$ cat src/rtl/amns_pkg.sv
// Shared definitions for the AMNS operand/result BRAM. The host port and the
// core's poly_memory both use this address map, so the two ends agree on it.
//   - default geometry (word width, coefficients, blocks per coefficient)
//   - address-map bases and word counts for the default geometry
//   - helpers that derive the map for any N/S
//   - the host-port state encoding
package amns_pkg;

  localparam int DEF_WORD_WIDTH = 17;
  localparam int DEF_N          = 5;
  localparam int DEF_S          = 4;

  // Address width needed for the full map (operands + M'0 + RES).
  function automatic int addr_len_f(input int n, input int s);
    return $clog2(4*n*s + n) + 1;
  endfunction

  // RES follows A, B, M and M'0; that is also the number of words loaded.
  function automatic int res_base_f(input int n, input int s);
    return 3*n*s + n;
  endfunction

  localparam int A_BASE   = 0;
  localparam int B_BASE   = DEF_N*DEF_S;
  localparam int M_BASE   = 2*DEF_N*DEF_S;
  localparam int MP0_BASE = 3*DEF_N*DEF_S;
  localparam int RES_BASE = 3*DEF_N*DEF_S + DEF_N;
  localparam int LOAD_CNT = 3*DEF_N*DEF_S + DEF_N;
  localparam int RES_CNT  = DEF_N*DEF_S;

  typedef enum logic [2:0] {
    ST_IDLE,
    ST_LOAD,
    ST_START,
    ST_WAIT,
    ST_READ
  } amns_state_t;

endpackage

$ cat src/rtl/amns_skid_fifo.sv
// Two-entry FIFO holding RES words (data plus last flag) on their way out.
//   clock, reset : clock, synchronous active-high reset (flushes entries)
//   push, push_data : write an entry (taken when not full, or when popping)
//   pop          : drop the head entry (ignored when empty)
//   head         : current head entry
//   full, count  : occupancy
module amns_skid_fifo #(
  parameter int W = 33
) (
  input  logic         clock,
  input  logic         reset,
  input  logic         push,
  input  logic [W-1:0] push_data,
  input  logic         pop,
  output logic [W-1:0] head,
  output logic         full,
  output logic [1:0]   count
);

  logic [W-1:0] mem [2];
  logic         wr_idx;
  logic         rd_idx;
  logic         do_push;
  logic         do_pop;

  assign full    = (count == 2'd2);
  assign do_pop  = pop && (count != 2'd0);
  // A push into a full FIFO is fine when the head leaves in the same cycle.
  assign do_push = push && (!full || do_pop);
  assign head    = mem[rd_idx];

  always_ff @(posedge clock) begin
    if (reset) begin
      wr_idx <= 1'b0;
      rd_idx <= 1'b0;
      count  <= 2'd0;
    end else begin
      if (do_push) begin
        mem[wr_idx] <= push_data;
        wr_idx      <= ~wr_idx;
      end
      if (do_pop)
        rd_idx <= ~rd_idx;
      count <= count + {1'b0, do_push} - {1'b0, do_pop};
    end
  end

endmodule

$ cat src/rtl/amns_host_port.sv
// Host-side port of the AMNS multiplier's operand/result BRAM.
// Loads A, B, M, M'0 from a 32-bit valid/ready stream into the BRAM, starts
// the core, waits for completion and streams RES back out with backpressure.
//   clock, reset          : clock, synchronous active-high reset
//   s_data_i/s_valid_i/s_ready_o           : operand input stream
//   m_data_o/m_valid_o/m_last_o/m_ready_i  : RES output stream
//   BRAM_we_o/BRAM_addr_o/BRAM_din_o/BRAM_dout_i : BRAM port (1-cycle read)
//   core_start_o, core_done_i : core handshake
//   busy_o                : high whenever not idle
module amns_host_port
  import amns_pkg::*;
#(
  parameter  int WORD_WIDTH = DEF_WORD_WIDTH,
  parameter  int N          = DEF_N,
  parameter  int S          = DEF_S,
  localparam int ADDR_LEN   = addr_len_f(N, S)
) (
  input  logic                clock,
  input  logic                reset,
  input  logic [31:0]         s_data_i,
  input  logic                s_valid_i,
  output logic                s_ready_o,
  output logic [31:0]         m_data_o,
  output logic                m_valid_o,
  output logic                m_last_o,
  input  logic                m_ready_i,
  output logic                BRAM_we_o,
  output logic [ADDR_LEN-1:0] BRAM_addr_o,
  output logic [31:0]         BRAM_din_o,
  input  logic [31:0]         BRAM_dout_i,
  output logic                core_start_o,
  input  logic                core_done_i,
  output logic                busy_o
);

  localparam logic [ADDR_LEN-1:0] LOAD_LAST = ADDR_LEN'(res_base_f(N, S) - 1);
  localparam logic [ADDR_LEN-1:0] RES_FIRST = ADDR_LEN'(res_base_f(N, S));
  localparam logic [ADDR_LEN-1:0] RES_LAST  = ADDR_LEN'(res_base_f(N, S) + N*S - 1);

  amns_state_t         state;
  logic [ADDR_LEN-1:0] wr_ptr;
  logic [ADDR_LEN-1:0] rd_ptr;
  logic [ADDR_LEN-1:0] addr_q;
  logic                start_q;
  logic                infl;
  logic                infl_last;
  logic                accept;
  logic                issue;
  logic                pop;
  logic [32:0]         head;
  logic [1:0]          count;
  logic                fifo_full;
  logic [2:0]          committed;

  // High bits of the data buses are don't-care by design.
  logic unused_bits;
  assign unused_bits = ^{s_data_i[31:WORD_WIDTH], BRAM_dout_i[31:WORD_WIDTH], fifo_full};

  assign s_ready_o    = (state == ST_IDLE) || (state == ST_LOAD);
  assign accept       = s_valid_i && s_ready_o;
  assign busy_o       = (state != ST_IDLE);
  assign core_start_o = start_q;

  assign m_valid_o = (count != 2'd0);
  assign m_data_o  = m_valid_o ? head[31:0] : 32'd0;
  assign m_last_o  = m_valid_o && head[32];
  assign pop       = m_valid_o && m_ready_i;

  // Words buffered or on their way back from the BRAM. A pop this cycle frees
  // a slot before the new read's data can arrive, keeping one read per cycle.
  assign committed = 3'(count) + 3'(infl);
  assign issue     = (state == ST_READ) && (rd_ptr <= RES_LAST) &&
                     (committed < 3'd2 + 3'(pop));

  always_comb begin
    BRAM_we_o   = accept;
    BRAM_addr_o = addr_q;
    BRAM_din_o  = 32'd0;
    if (accept) begin
      BRAM_addr_o = (state == ST_IDLE) ? ADDR_LEN'(A_BASE) : wr_ptr;
      BRAM_din_o  = 32'(s_data_i[WORD_WIDTH-1:0]);
    end else if (issue) begin
      BRAM_addr_o = rd_ptr;
    end
  end

  amns_skid_fifo #(.W(33)) u_fifo (
    .clock     (clock),
    .reset     (reset),
    .push      (infl),
    .push_data ({infl_last, 32'(BRAM_dout_i[WORD_WIDTH-1:0])}),
    .pop       (pop),
    .head      (head),
    .full      (fifo_full),
    .count     (count)
  );

  always_ff @(posedge clock) begin
    if (reset) begin
      state     <= ST_IDLE;
      wr_ptr    <= '0;
      rd_ptr    <= '0;
      addr_q    <= '0;
      start_q   <= 1'b0;
      infl      <= 1'b0;
      infl_last <= 1'b0;
    end else begin
      addr_q    <= BRAM_addr_o;
      start_q   <= 1'b0;
      infl      <= issue;
      infl_last <= issue && (rd_ptr == RES_LAST);
      unique case (state)
        ST_IDLE: if (accept) begin
          wr_ptr <= ADDR_LEN'(1);
          state  <= ST_LOAD;
        end
        ST_LOAD: if (accept) begin
          wr_ptr <= wr_ptr + 1'b1;
          if (wr_ptr == LOAD_LAST) begin
            state   <= ST_START;
            start_q <= 1'b1;
          end
        end
        ST_START: state <= ST_WAIT;
        ST_WAIT: if (core_done_i) begin
          state  <= ST_READ;
          rd_ptr <= RES_FIRST;
        end
        ST_READ: begin
          if (issue)
            rd_ptr <= rd_ptr + 1'b1;
          if (pop && head[32])
            state <= ST_IDLE;
        end
        default: state <= ST_IDLE;
      endcase
    end
  end

endmodule

$ cat config.mk
export PLATFORM = sky130hd
export DESIGN_NAME = amns_host_port
export DESIGN_NICKNAME = d
export VERILOG_FILES = /design/src/rtl/amns_pkg.sv /design/src/rtl/amns_skid_fifo.sv /design/src/rtl/amns_host_port.sv
export SDC_FILE = /design/constraint.sdc
export NUM_CORES = 1
export LEC_CHECK = 0
export ABC_AREA = 1
export BUFFER_PORTS_ARGS = -buffer_cell sky130_fd_sc_hd__clkbuf_2
export CAP_MARGIN = 30
export CORE_ASPECT_RATIO = 0.75
export CORE_MARGIN = 10
export CORE_UTILIZATION = 40
export DETAILED_ROUTE_END_ITERATION = 7
export PLACE_DENSITY = 0.78
export SLEW_MARGIN = 20
export SYNTH_ARGS = -nofsm -noshare
export SYNTH_HDL_FRONTEND = slang
export SYNTH_SLANG_ARGS = --single-unit
export TNS_END_PERCENT = 1
$ cat constraint.sdc
create_clock -name clock -period 7.5 [get_ports clock]
set_input_delay 1.875 -clock clock [delete_from_list [all_inputs] [get_ports clock]]
set_output_delay 1.875 -clock clock [all_outputs]
set_load 0.05 [all_outputs]
Word-level counts from Yosys, hierarchy flattened. Memories as Yosys holds them, arrays and structs flattened. A register that Yosys moved wholly into a read port is not among the register bits. Cells that the tools add are included.

Register bits: 34. Memories kept: 1. RAM bits: 36. Memory bits (read-only): 0. Latch bits: 0. Bits of input ports: 69.

Memories: u_fifo.mem (depth 2, width 18, rd ports 1, clocked after Yosys merged registers in 1, wr ports 1, line amns_skid_fifo.sv:20) `logic [W-1:0] mem [2];`.

Reduce and logical (&&, ||, !) cells: 21. Bitwise gates (word level): 4. Muxes and demuxes: 23. Add/sub/neg operators: 6. Order comparisons: 2. Equal/unequal tests: 13. Shift operators: 0. Multiply operators: 0. Div/mod/pow operators: 0.

Operator list (number): 8-bit 2-to-1 mux (7); 32-bit 2-to-1 mux (1); 8-bit one-hot mux with 2 select lines (2); 17-bit 2-to-1 mux (1); 8-bit by 1-bit adder with 8-bit output, second input constant (2); 8-bit by 7-bit equality test with 1-bit output, second input constant (2); 3-bit 2-to-1 mux (5); 3-bit one-hot mux with 5 select lines (1); 1-bit logical AND (9); 8-bit by 7-bit <= comparator with 1-bit output, second input constant (1); 2-bit inequality test, second input constant (4); 3-bit by 2-bit equality test with 1-bit output, second input constant (2); 1-bit 2-to-1 mux (6); 3-bit AND reduction (2); 2-bit nonzero test (3); 5-bit AND reduction (1); 2-bit by 1-bit inequality test with 1-bit output, second input constant (2); 1-bit inverter (4); 2-bit by 1-bit adder with 3-bit output (1); 2-bit by 1-bit adder with 3-bit output, first input constant (1); 3-bit by 1-bit equality test with 1-bit output, second input constant (1); 3-bit equality test, second input constant (1); 3-bit logical NOT (1); 3-bit less-than comparator (1); other kinds (7) (8).

Longest topological paths before layout. Gate-level depths: netlist of run 1.

Depth in word-level cells: 8. Gate-level depth with buffers: 12. Gate-level depth less buffers: 12.

Hierarchy. Synthesis of run 1 repeated with hierarchy kept, for this count alone.

Cell total of the unflattened synthesis: 518. Area, all modules: 4989.8 µm².

Modules (own cells, without submodules): amns_skid_fifo (cells each 143, times used 1, area each 2792.7 µm², seq. area each 2082.0 µm²); amns_host_port (cells each 375, times used 1, area each 2197.1 µm², seq. area each 600.6 µm²).

Least setup slack after synthesis of run 1. OpenSTA, ideal clock, no wires.

Path type: input to output. From: input s_valid_i. To: output BRAM_din_o[10]. Arrival: 2.913 ns. Stages on the path: 4. Buffers on the path: 2. Slack: 2.712 ns. Path through: nand2_2 buf_6 buf_2 nor2_1.

Longest elaborated chain between the ends: 2.

Ends and longest elaborated chain: from (decl) (line amns_host_port.sv:21) `input logic s_valid_i,`; 1-bit logical AND (line amns_host_port.sv:60) `assign accept = s_valid_i && s_ready_o;`; 17-bit 2-to-1 mux (line amns_host_port.sv:79) `if (accept) begin`; to (decl) (line amns_host_port.sv:29) `output logic [31:0] BRAM_din_o,`.

Every way passes these cells.

Worst setup path in the final report of run 1.
From: input s_valid_i. To: output BRAM_addr_o[0].

Longest elaborated chain between the ends: 2.

Ends and longest elaborated chain: 1-bit logical AND (line amns_host_port.sv:60); 8-bit 2-to-1 mux (line amns_host_port.sv:79); to (decl) (line amns_host_port.sv:28) `output logic [ADDR_LEN-1:0] BRAM_addr_o,`.

Every way passes these cells.

==> results.md, run 1 <==
* Register area share after synthesis at 48.1%
* DRT iter0 DRCs at 331
* PnR worst setup slack at 2.36 ns
* Clk slew on worst S/H paths at 0.06 ns
* CP bufs+invs at 5
* Slowest cell on crit path: nor2_2
* Post-cts sizing count at 0
* All-Layer GR Usage at 13.3%
* Most Frequent Cell on Critical Path: inv_1
* Synth unique cells at 36
* Crit path depth at 8
* Clock skew at 0.00583 ns
* Cts hold-fix bufs at 0
* CP delay by family, top: buffers and inverters
* First-pass GRT wire length at 14.8 mm
* Ys Warns at 0
* Nets at 609
* Finished Layout Cells at 665
* CP Cell Sequence: clkbuf_2 > inv_1 > nor2_2 > inv_1 > nor2_1 > inv_1 > nand2_1 > clkbuf_2
* R2R Setup Slk at 5.44 ns
* Setup violations, final at 0
* F_max at 194 MHz
* CP arrival at 3.27 ns
* I/O Pins at 147
* # rows at 30
* CP Data Required Time at 5.62 ns
* PD cells at 325 nW/um^2
* Post-DP HPWL at 6.76 mm
* CP Launch Point: s_valid_i
* Post-DP Area at 4130 sq um
* Root Driver: clkbuf_16
* Worst hold slack at 0.459 ns
* Antenna cells at 0
* Synthesis-stage register bit count at 71
* Most common cell after layout, fill and taps aside: nand2_1
* DR DRC count at 0
* Num CTS Buffers at 9
* Die Area at 13500 sq um
* Outcome: completed
* DR pass1 iterations at 5
* Core Footprint at 9050 sq um
* Dpl cells at 649
* Area Growth Syn to Fin at 20.3%
* Min Tclk post-route at 5.14 ns
* Setup TNS at 0 ns
* Die span in x at 131 microns
* Port-buffer cells at 86
* Worst stage delay on the critical path at 0.43 ns
* CTS H-tree lvls at 3
* Largest net degree at the start of global routing at 31
* Hold WC Path Type: register to register
* Cells after Synth at 447
* Worst Max-Slew Pin Slew at 0.657 ns
* Vias in the first global route at 3063
* Die Height at 103 microns
* Clk buf depth at 2
* Syn Std Cell Area at 3700 sq um
* Worst skew pair latency at 0.33 ns
* Mean Syn Cell Area at 8.29 sq um
* Share of cells above drive strength 1 at 26.1%
* Most frequent cells in the layout: 97 x nand2_1, 86 x clkbuf_2, 56 x inv_1, 45 x nor2_1, 36 x edfxtp_1
* Vias per cell at 4.69
* Global route overflow at 0
* Crit path to: BRAM_addr_o[0]
* Final Hold Viols at 0
* CTS Sinks at 71
* WL/cell at 14.0 microns
* Crit Path Category: input pin to output pin
* Setup WS pre-CTS at 2.38 ns
* Max cap viols at 0
* CP endpoint kind: output pin
* Unrepaired setup endpoints after global routing: false
* Reg2reg end: state[0]$_SDFFE_PP0P_
* Slew headroom at 56.2%
* Final instance area at 4460 sq um
* Initial core utilization at 40.9%
* Initial antenna violation count at 0
* Routability cong. at 0.872
* CTS tree: built
* Final Max Tran Viols at 0
* Crit Path Max Fanout at 15
* Reg2reg path depth at 7
* Post-CTS setup buffers at 0
* Via count at 3118
* Worst VDD drop at 0.261 mV
* Leak Pwr at 0.00205 uW
* DRT Wirelength at 9.28 mm
* Post-route ant nets at 0
* CP startpoint kind: input pin
* Fin crit share at 68.6%
==> report_power, final <==
part / leakage [uW] / switching (uW) / total (uW) / internal, uW
registers: 0.000607 / 21.0 / 446 / 425
logic: 0.00128 / 432 / 534 / 102
clock network: 0.000158 / 172 / 467 / 296
==> layer usage <==
metal / routed length [microns] / vias up / global-route usage (%)
met5: 0 / - / 0
met1: 3480 / 1427 / 14.2
li1: - / 1558 / -
met2: 4960 / 121 / 24.6
met3: 693 / 12 / 3.43
met4: 139 / 0 / 5.95
==> cell families after synthesis <==
group	Yosys count	share of synthesized area, %
xor gates and xnor gates	1	0.237
buffers and inverters	106	14.4
other	1	0.101
DFF	71	48.1
adders and majority gates	8	2.70
and+or+nand+nor	209	26.0
AOI/OAI and AO/OA	51	8.45
==> cell type report <==
| class | count | area (sq um) |
|---|---|---|
| Clock buffer | 9 | 225 |
| Fill cell | 810 | 4590 |
| Multi-Input combinational cell | 299 | 1500 |
| Inverter | 63 | 236 |
| Timing Repair Buffer | 88 | 445 |
| Sequential cell | 71 | 1780 |
| Clock inverter | 7 | 105 |
| Tap cell | 128 | 160 |
==> stage by stage <==
stage               total power, uW  utilization (%)
floorplan                       890                -
global placement                976             45.6
detailed placement              985             45.6
CTS                            1460             49.3
global route                   1510             49.3
finish                         1450             49.3
==> synthesized netlist by cell type <==
| cell type | instances | area share, % |
|---|---|---|
| nor3_1 | 4 | 0.54 |
| conb_1 | 1 | 0.10 |
| o21ai_0 | 4 | 0.54 |
| nand3b_1 | 1 | 0.20 |
| a32oi_1 | 1 | 0.24 |
| a211oi_1 | 2 | 0.41 |
| nand2_1 | 97 | 9.8 |
| clkinv_1 | 1 | 0.10 |
| nand3_2 | 7 | 1.9 |
| buf_6 | 2 | 0.61 |
| xor2_1 | 1 | 0.24 |
| o21ai_1 | 1 | 0.14 |
| ha_1 | 8 | 2.7 |
| a21oi_4 | 1 | 0.44 |
| a21oi_1 | 31 | 4.2 |
| o21a_1 | 1 | 0.20 |
| nand2_4 | 4 | 1.2 |
| a21boi_0 | 1 | 0.20 |
| nor3b_2 | 1 | 0.34 |
| a221oi_1 | 2 | 0.47 |
| buf_2 | 3 | 0.41 |
| nor3b_1 | 3 | 0.61 |
| nand3_1 | 33 | 4.5 |
| edfxtp_1 | 36 | 29 |
| dfxtp_1 | 35 | 19 |
| clkbuf_1 | 7 | 0.71 |
| or2_2 | 1 | 0.17 |
| nor2_2 | 1 | 0.17 |
| inv_2 | 6 | 0.61 |
| buf_4 | 31 | 6.3 |
| o31ai_1 | 1 | 0.20 |
| inv_1 | 56 | 5.7 |
| a21oi_2 | 6 | 1.4 |
| nand2_2 | 8 | 1.4 |
| nand4_1 | 4 | 0.68 |
| nor2_1 | 45 | 4.6 |
==> registers in the layout, indices dropped and copies added (netlist names), named ones only <==
register       cells
u_fifo.count       2
rd_ptr             8
infl               1
core_start_o       1
wr_ptr             8
u_fifo.mem        36
u_fifo.wr_idx      1
u_fifo.rd_idx      1
addr_q             8
infl_last          1
state              3
==> worst min path at each step <==
stage / to / slack [ns] / depth (start not counted) / start
after floorplan: u_fifo.mem[0][17]$_DFFE_PP_ / 0.40 / 0 / infl_last$_SDFF_PP0_
after global placement: u_fifo.mem[0][17]$_DFFE_PP_ / 0.41 / 0 / infl_last$_SDFF_PP0_
after detailed placement: u_fifo.mem[0][17]$_DFFE_PP_ / 0.43 / 0 / infl_last$_SDFF_PP0_
after CTS: u_fifo.mem[1][17]$_DFFE_PP_ / 0.45 / 0 / infl_last$_SDFF_PP0_
after global routing: u_fifo.mem[1][17]$_DFFE_PP_ / 0.46 / 0 / infl_last$_SDFF_PP0_
final: u_fifo.mem[0][17]$_DFFE_PP_ / 0.46 / 0 / infl_last$_SDFF_PP0_
Power figures use the tool's default switching activity.
==> run 2: changes to the inputs <==
- clock period: 7.5 -> 5.35 ns (I/O delays scaled with it)
==> run 2 against run 1 <==
Against the previous run:
- sequential cell count did not move
- die area did not move
- register-to-register slack got worse by 2.0 ns
- total power increased by 35%
- clock power grew 25%
- non-clock buffer count grew 1
- critical endpoint unchanged
- core utilization shrank 0.36 points
- critical path depth is the same
- clock skew shrank 0.0028 ns
- via count fell by 0.38%
==> results.md, run 2 (synthesis gave the netlist of run 1 again) <==
* Outcome: completed (unchanged)
* Most frequent cells in the layout: 97 x nand2_1, 86 x clkbuf_2, 56 x inv_1, 45 x nor2_1, 36 x edfxtp_1 (unchanged)
* Min Tclk post-route at 4.14 ns
* CP arrival at 2.81 ns (was 3.27 ns)
* Vias in the first global route at 3092 (was 3063)
* CP Data Required Time at 4.01 ns (was 5.62 ns)
* Beginning of the worst register-to-register path: infl$_SDFF_PP0_
* Hold Path Stages at 0 (unchanged)
* Vias per cell at 4.66 (was 4.69)
* Max cap viols at 0 (unchanged)
* Fin crit share at 77.4%
* Slew headroom at 57.2% (was 56.2%)
* Worst VDD drop at 0.339 mV (was 0.261 mV)
* Max FFs per register at 36 (unchanged)
* CP startpoint kind: input pin (unchanged)
* Final Max Tran Viols at 0 (unchanged)
* Reg2reg end: rd_ptr[4]$_SDFFE_PP0P_ (was state[0]$_SDFFE_PP0P_)
* FF/Latch Area at 1780 sq um (unchanged)
* Cts hold-fix bufs at 0 (unchanged)
* F_max at 241 MHz
* All-Layer GR Usage at 13.2% (was 13.3%)
* Die span in x at 131 microns (unchanged)
* CTS tree: built (unchanged)
* DRT iter0 DRCs at 204 (was 331)
* PD cells at 441 nW/um^2 (was 325 nW/um^2)
* Footprint of the multi-input gates at 1500 sq um (unchanged)
* First-pass GRT wire length at 14.7 mm (was 14.8 mm)
* Nets at 610 (was 609)
* DR DRC count at 0 (unchanged)
* CP endpoint kind: output pin (unchanged)
* Post-DP HPWL at 6.82 mm (was 6.76 mm)
* Post-CTS setup buffers at 0 (unchanged)
* Global route overflow at 0 (unchanged)
* Core Footprint at 9050 sq um (unchanged)
* Fillcell total at 826 (was 810)
* Clk slew on worst S/H paths at 0.06 ns (about the same)
* Leak Pwr at 0.00204 uW (was 0.00205 uW)
* Largest net degree at the start of global routing at 31 (unchanged)
* CTS H-tree lvls at 3 (unchanged)
* Share of cells above drive strength 1 at 26.0% (was 26.1%)
* Reg2reg path depth at 10 (was 7)
* Min-delay src: infl_last$_SDFF_PP0_ (unchanged)
* Final Hold Viols at 0 (unchanged)
* Power, Total at 1950 uW (was 1450 uW)
* Num CTS Buffers at 9 (unchanged)
* Die Height at 103 microns (unchanged)
* Antenna cells at 0 (unchanged)
* WL/cell at 13.8 microns (was 14.0 microns)
* CTS Sinks at 71 (unchanged)
* Clock skew at 0.00304 ns (was 0.00583 ns)
* Most common cell after layout, fill and taps aside: nand2_1 (unchanged)
* Root Driver: clkbuf_16 (unchanged)
* Setup TNS at 0 ns (unchanged)
* Port-buffer cells at 86 (unchanged)
* Unrepaired setup endpoints after global routing: false (unchanged)
* DRT Wirelength at 9.21 mm (was 9.28 mm)
* Setup violations, final at 0 (unchanged)
* Routability cong. at 0.867 (was 0.872)
* I/O Pins at 147 (unchanged)
* Crit Path Max Fanout at 15 (unchanged)
* Worst hold slack at 0.441 ns (was 0.459 ns)
* Post-route ant nets at 0 (unchanged)
* Die Area at 13500 sq um (unchanged)
* Area Growth Syn to Fin at 19.5% (was 20.3%)
* Crit Path Category: input pin to output pin (unchanged)
* Top reg by flops: u_fifo.mem (unchanged)
* Worst Max-Slew Pin Slew at 0.642 ns (was 0.657 ns)
* # rows at 30 (unchanged)
* Clk buf depth at 2 (unchanged)
* Initial core utilization at 40.9% (unchanged)
* Worst skew pair latency at 0.33 ns (about the same)
* DR pass1 iterations at 4 (was 5)
* Initial antenna violation count at 0 (unchanged)
* Hold endpoint: u_fifo.mem[0][17]$_DFFE_PP_ (unchanged)
* R2R Setup Slk at 3.41 ns (was 5.44 ns)
* Via count at 3106 (was 3118)
* Post-cts sizing count at 0 (unchanged)
* Hold WC Path Type: register to register (unchanged)
run 2: metal layers:
layer / GRT usage, % / up-vias / routed length, microns
met5: 0 / - / 0
met4: 6.55 / 0 / 278
met1: 13.8 / 1422 / 3610
li1: - / 1562 / -
met2: 24.0 / 96 / 4690
met3: 4.15 / 26 / 631
run 2: final cells by class:
| cell class | instances | area share, % |
|---|---|---|
| Sequential cell | 71 | 40.3 |
| Multi-Input combinational cell | 299 | 34.0 |
| Timing Repair Buffer | 89 | 10.2 |
| Inverter | 63 | 5.35 |
| Clock buffer | 10 | 5.18 |
| Tap cell | 128 | 3.62 |
| Clock inverter | 6 | 1.39 |
run 2: through the flow:
stage	area (sq um)	std cells	util (%)	setup slack, ns
5_1_grt	4420	666	48.9	1.09
6_report	4420	666	48.9	1.21
3_5_place_dp	4130	650	45.7	1.24
4_1_cts	4420	666	48.9	1.24
2_1_floorplan	3810	476	-	1.48
3_3_place_gp	4130	650	45.7	1.31
run 2: power breakdown:
group / total, uW / leakage, uW / switching (uW) / internal [uW]
registers: 614 / 0.000607 / 18.8 / 595
logic: 755 / 0.00129 / 611 / 144
clock network: 583 / 0.000142 / 224 / 359
total: 1950 / 0.00204 / 854 / 1100
run 2: critical path, stage by stage:
cell	delay (ns)
clkbuf_2	0.14
inv_1	0.06
nor2_2	0.45
inv_1	0.12
nor2_1	0.20
inv_1	0.10
nand2_1	0.10
clkbuf_2	0.29
run 2: worst max-delay path by stage:
stage | startpoint | endpoint | depth (start not counted)
floorplan | state[2]$_SDFFE_PP0P_ | BRAM_din_o[10] | 7
global placement | s_valid_i | BRAM_addr_o[0] | 8
detailed placement | s_valid_i | BRAM_addr_o[0] | 8
CTS | s_valid_i | BRAM_addr_o[0] | 8
global route | s_valid_i | BRAM_addr_o[0] | 8
finish | s_valid_i | BRAM_addr_o[0] | 8
==> run 3: changes to the inputs <==
- ABC_AREA: 1 -> 0
- PLACE_DENSITY: 0.78 -> 0.79
- clock period: 5.35 -> 4.3 ns (I/O delays scaled with it)
==> run 3 against run 2 <==
Against the previous run:
- routed wire length fell by 11%
- clock power increased by 36%
- area after synthesis decreased by 6.7%
- sequential share of layout area up 1.9 points
- cell area decreased by 4.4%
- critical endpoint is now BRAM_addr_o[1]
- largest cell class unchanged
- highest routed layer unchanged
==> results.md, run 3 <==
* DRT iter0 DRCs at 206 (was 204)
* Sw frac at 32.3% (was 43.7%)
* Comb pwr share at 21.8% (was 38.7%)
* Crit Path Category: input pin to output pin (unchanged)
* Worst Max-Slew Pin Slew at 0.901 ns (was 0.642 ns)
* Min Tclk post-route at 3.89 ns
* Root Driver: clkbuf_16 (unchanged)
* Power, Total at 1970 uW (was 1950 uW)
* Global route overflow at 0 (unchanged)
* Register area share after synthesis at 51.6% (was 48.1%)
* Synth unique cells at 52 (was 36)
* Post-route ant nets at 0 (unchanged)
* Antenna cells at 0 (unchanged)
* Unrepaired setup endpoints after global routing: false (unchanged)
* PD cells at 465 nW/um^2 (was 441 nW/um^2)
* Slew headroom at 39.9% (was 57.2%)
* CTS H-tree lvls at 3 (unchanged)
* DR pass1 iterations at 4 (unchanged)
* Syn Std Cell Area at 3450 sq um (was 3700 sq um)
* Cells after Synth at 334 (was 447)
* Worst skew pair latency at 0.33 ns (about the same)
* Cts hold-fix bufs at 0 (unchanged)
* Min-delay src: infl_last$_SDFF_PP0_ (unchanged)
* Synthesis-stage register bit count at 71 (unchanged)
* Clk slew on worst S/H paths at 0.06 ns (about the same)
* Most frequent cells in the layout: 86 x clkbuf_2, 36 x edfxtp_1, 35 x nor2_1, 35 x dfxtp_1, 30 x conb_1 (was 97 x nand2_1, 86 x clkbuf_2, 56 x inv_1, 45 x nor2_1, 36 x edfxtp_1)
* Most Frequent Cell on Critical Path: clkbuf_2 (was inv_1)
* Part of the power in the clock network at 40.4% (was 29.9%)
* Max cap viols at 0 (unchanged)
* Share of cells above drive strength 1 at 27.3% (was 26.0%)
* Nets at 501 (was 610)
* F_max at 257 MHz
* Final Hold Viols at 0 (unchanged)
* Part of the power in registers at 37.8% (was 31.5%)
* Post-cts sizing count at 0 (unchanged)
* Post-DP HPWL at 6.10 mm (was 6.82 mm)
* # rows at 29 (was 30)
* Net Switching at 636 uW (was 854 uW)
* Final Max Tran Viols at 0 (unchanged)
* Leak Pwr at 0.00179 uW (was 0.00204 uW)
* Setup violations, final at 0 (unchanged)
* Via count at 2617 (was 3106)
* Dominant cell by count in the synthesized netlist: edfxtp_1 (was nand2_1)
* P_int at 1330 uW (was 1100 uW)
* Max FFs per register at 36 (unchanged)
* Post-DP Area at 3910 sq um (was 4130 sq um)
* Area contributors post-synth: edfxtp_1 31%, dfxtp_1 20%, mux2i_1 7.0%, buf_4 6.5%, nor2_1 3.8% (was edfxtp_1 29%, dfxtp_1 19%, nand2_1 9.8%, buf_4 6.3%, inv_1 5.7%)
* Ys Warns at 0 (unchanged)
* Most frequent cells after synthesis: 36 x edfxtp_1, 35 x dfxtp_1, 35 x nor2_1 (was 97 x nand2_1, 56 x inv_1, 45 x nor2_1)
* Hold WC Path Type: register to register (unchanged)
* DRT Wirelength at 8.20 mm (was 9.21 mm)
* CP Cell Sequence: clkbuf_2 > o21ai_1 > o21a_1 > or3_1 > buf_4 > mux2i_1 > o22ai_1 > clkbuf_2 (was clkbuf_2 > inv_1 > nor2_2 > inv_1 > nor2_1 > inv_1 > nand2_1 > clkbuf_2)
* CTS Sinks at 71 (unchanged)
* CP endpoint kind: output pin (unchanged)
* Vias per cell at 4.87 (was 4.66)
* Synth Flop Type: edfxtp_1 (unchanged)
* Clk buf depth at 2 (unchanged)
* Worst VDD drop at 0.228 mV (was 0.339 mV)
* Worst stage delay on the critical path at 0.38 ns (was 0.45 ns)
* Initial antenna violation count at 0 (unchanged)
* Routability cong. at 0.861 (was 0.867)
* Die Area at 12800 sq um (was 13500 sq um)
* Clock skew at 0.00764 ns (was 0.00304 ns)
* CP Launch Point: m_ready_i (was s_valid_i)
* Slowest cell on crit path: or3_1 (was nor2_2)
* Crit Path Max Fanout at 7 (was 15)
* Ys async rst share at 0% (unchanged)
* WL/cell at 15.3 microns (was 13.8 microns)
* Top reg by flops: u_fifo.mem (unchanged)
* Mean Syn Cell Area at 10.3 sq um (was 8.29 sq um)
* Area leader, netlist: edfxtp_1 (unchanged)
* DR DRC count at 0 (unchanged)
* Num CTS Buffers at 9 (unchanged)
* Largest net degree at the start of global routing at 30 (was 31)
* Port-buffer cells at 86 (unchanged)
* Top-area cell type share of the netlist area at 31.3% (was 29.2%)
* CP Data Required Time at 3.22 ns (was 4.01 ns)
* Core Footprint at 8450 sq um (was 9050 sq um)
* Area Growth Syn to Fin at 22.4% (was 19.5%)
* Most common cell after layout, fill and taps aside: clkbuf_2 (was nand2_1)
* All-Layer GR Usage at 12.4% (was 13.2%)
* Setup TNS at 0 ns (unchanged)
* Finished Core Util at 50.0% (was 48.9%)
* CP startpoint kind: input pin (unchanged)
* I/O Pins at 147 (unchanged)
* Post-CTS setup buffers at 0 (unchanged)
* Final instance area at 4230 sq um (was 4420 sq um)
* Outcome: completed (unchanged)
* CTS tree: built (unchanged)
* First-pass GRT wire length at 12.9 mm (was 14.7 mm)
* Die span in x at 127 microns (was 131 microns)
* CP arrival at 2.82 ns (was 2.81 ns)
* Vias in the first global route at 2610 (was 3092)
* Die Height at 100 microns (was 103 microns)
* Initial core utilization at 40.9% (about the same)
* Post-synth EDFFs at 36 (unchanged)
* Fin crit share at 90.5%
* Beginning of the worst register-to-register path: state[2]$_SDFFE_PP0P_ (was infl$_SDFF_PP0_)
## run 3: final cells by class
| cell class | instances | area, sq um |
|---|---|---|
| inverter | 14 | 52.6 |
| fill | 748 | 4230 |
| timing repair buffer | 94 | 490 |
| clock inverter | 6 | 92.6 |
| clock buffer | 10 | 229 |
| multi-input combinational | 234 | 1450 |
| sequential | 71 | 1780 |
| tap | 108 | 135 |
## run 3: routing by layer
layer	up-vias	routed length (microns)	global-route usage, %
li1	1305	-	-
met1	1214	3390	14.3
met4	0	134	5.33
met5	-	0	0
met3	10	606	4.99
met2	88	4070	20.1
## run 3: through the flow
stage | setup WS [ns] | instances | hold WS, ns
after floorplan | -0.0546 | 363 | 0.404
after global placement | 0.466 | 521 | 0.413
after detailed placement | 0.430 | 521 | 0.418
after CTS | 0.423 | 537 | 0.434
after global routing | 0.277 | 537 | 0.438
final | 0.407 | 537 | 0.433
## run 3: worst max-delay path, delay by kind of cell
kind,cells,cell delay (ns)
compound gates,3,0.59
mux,1,0.13
simple gates,1,0.38
buf+inv,3,0.64
## run 3: worst paths after layout
kind,end,slack [ns],depth (start not counted)
worst min-delay path,u_fifo.mem[1][17]$_DFFE_PP_,0.43,0
worst max-delay path,BRAM_addr_o[1],0.41,8
worst max register to register,rd_ptr[5]$_SDFFE_PP0P_,2.07,6
worst min register to register,u_fifo.mem[1][17]$_DFFE_PP_,0.43,0
## run 3: power groups by stage
stage          Clock (uW)  Combinational (uW)  Sequential (uW)
2_1_floorplan           0                 363              740
3_3_place_gp            0                 422              756
3_5_place_dp            0                 428              758
4_1_cts               810                 431              743
5_1_grt               833                 455              746
6_report              795                 429              744
## run 3: logic make-up after synthesis
family,synth area share [%]
muxes,7.61
buffers and inverters,9.85
adders and majority gates,2.90
other,0.109
DFF,51.6
AOI/OAI and AO/OA,7.42
and+or+nand+nor,18.8
xor gates and xnor gates,1.77
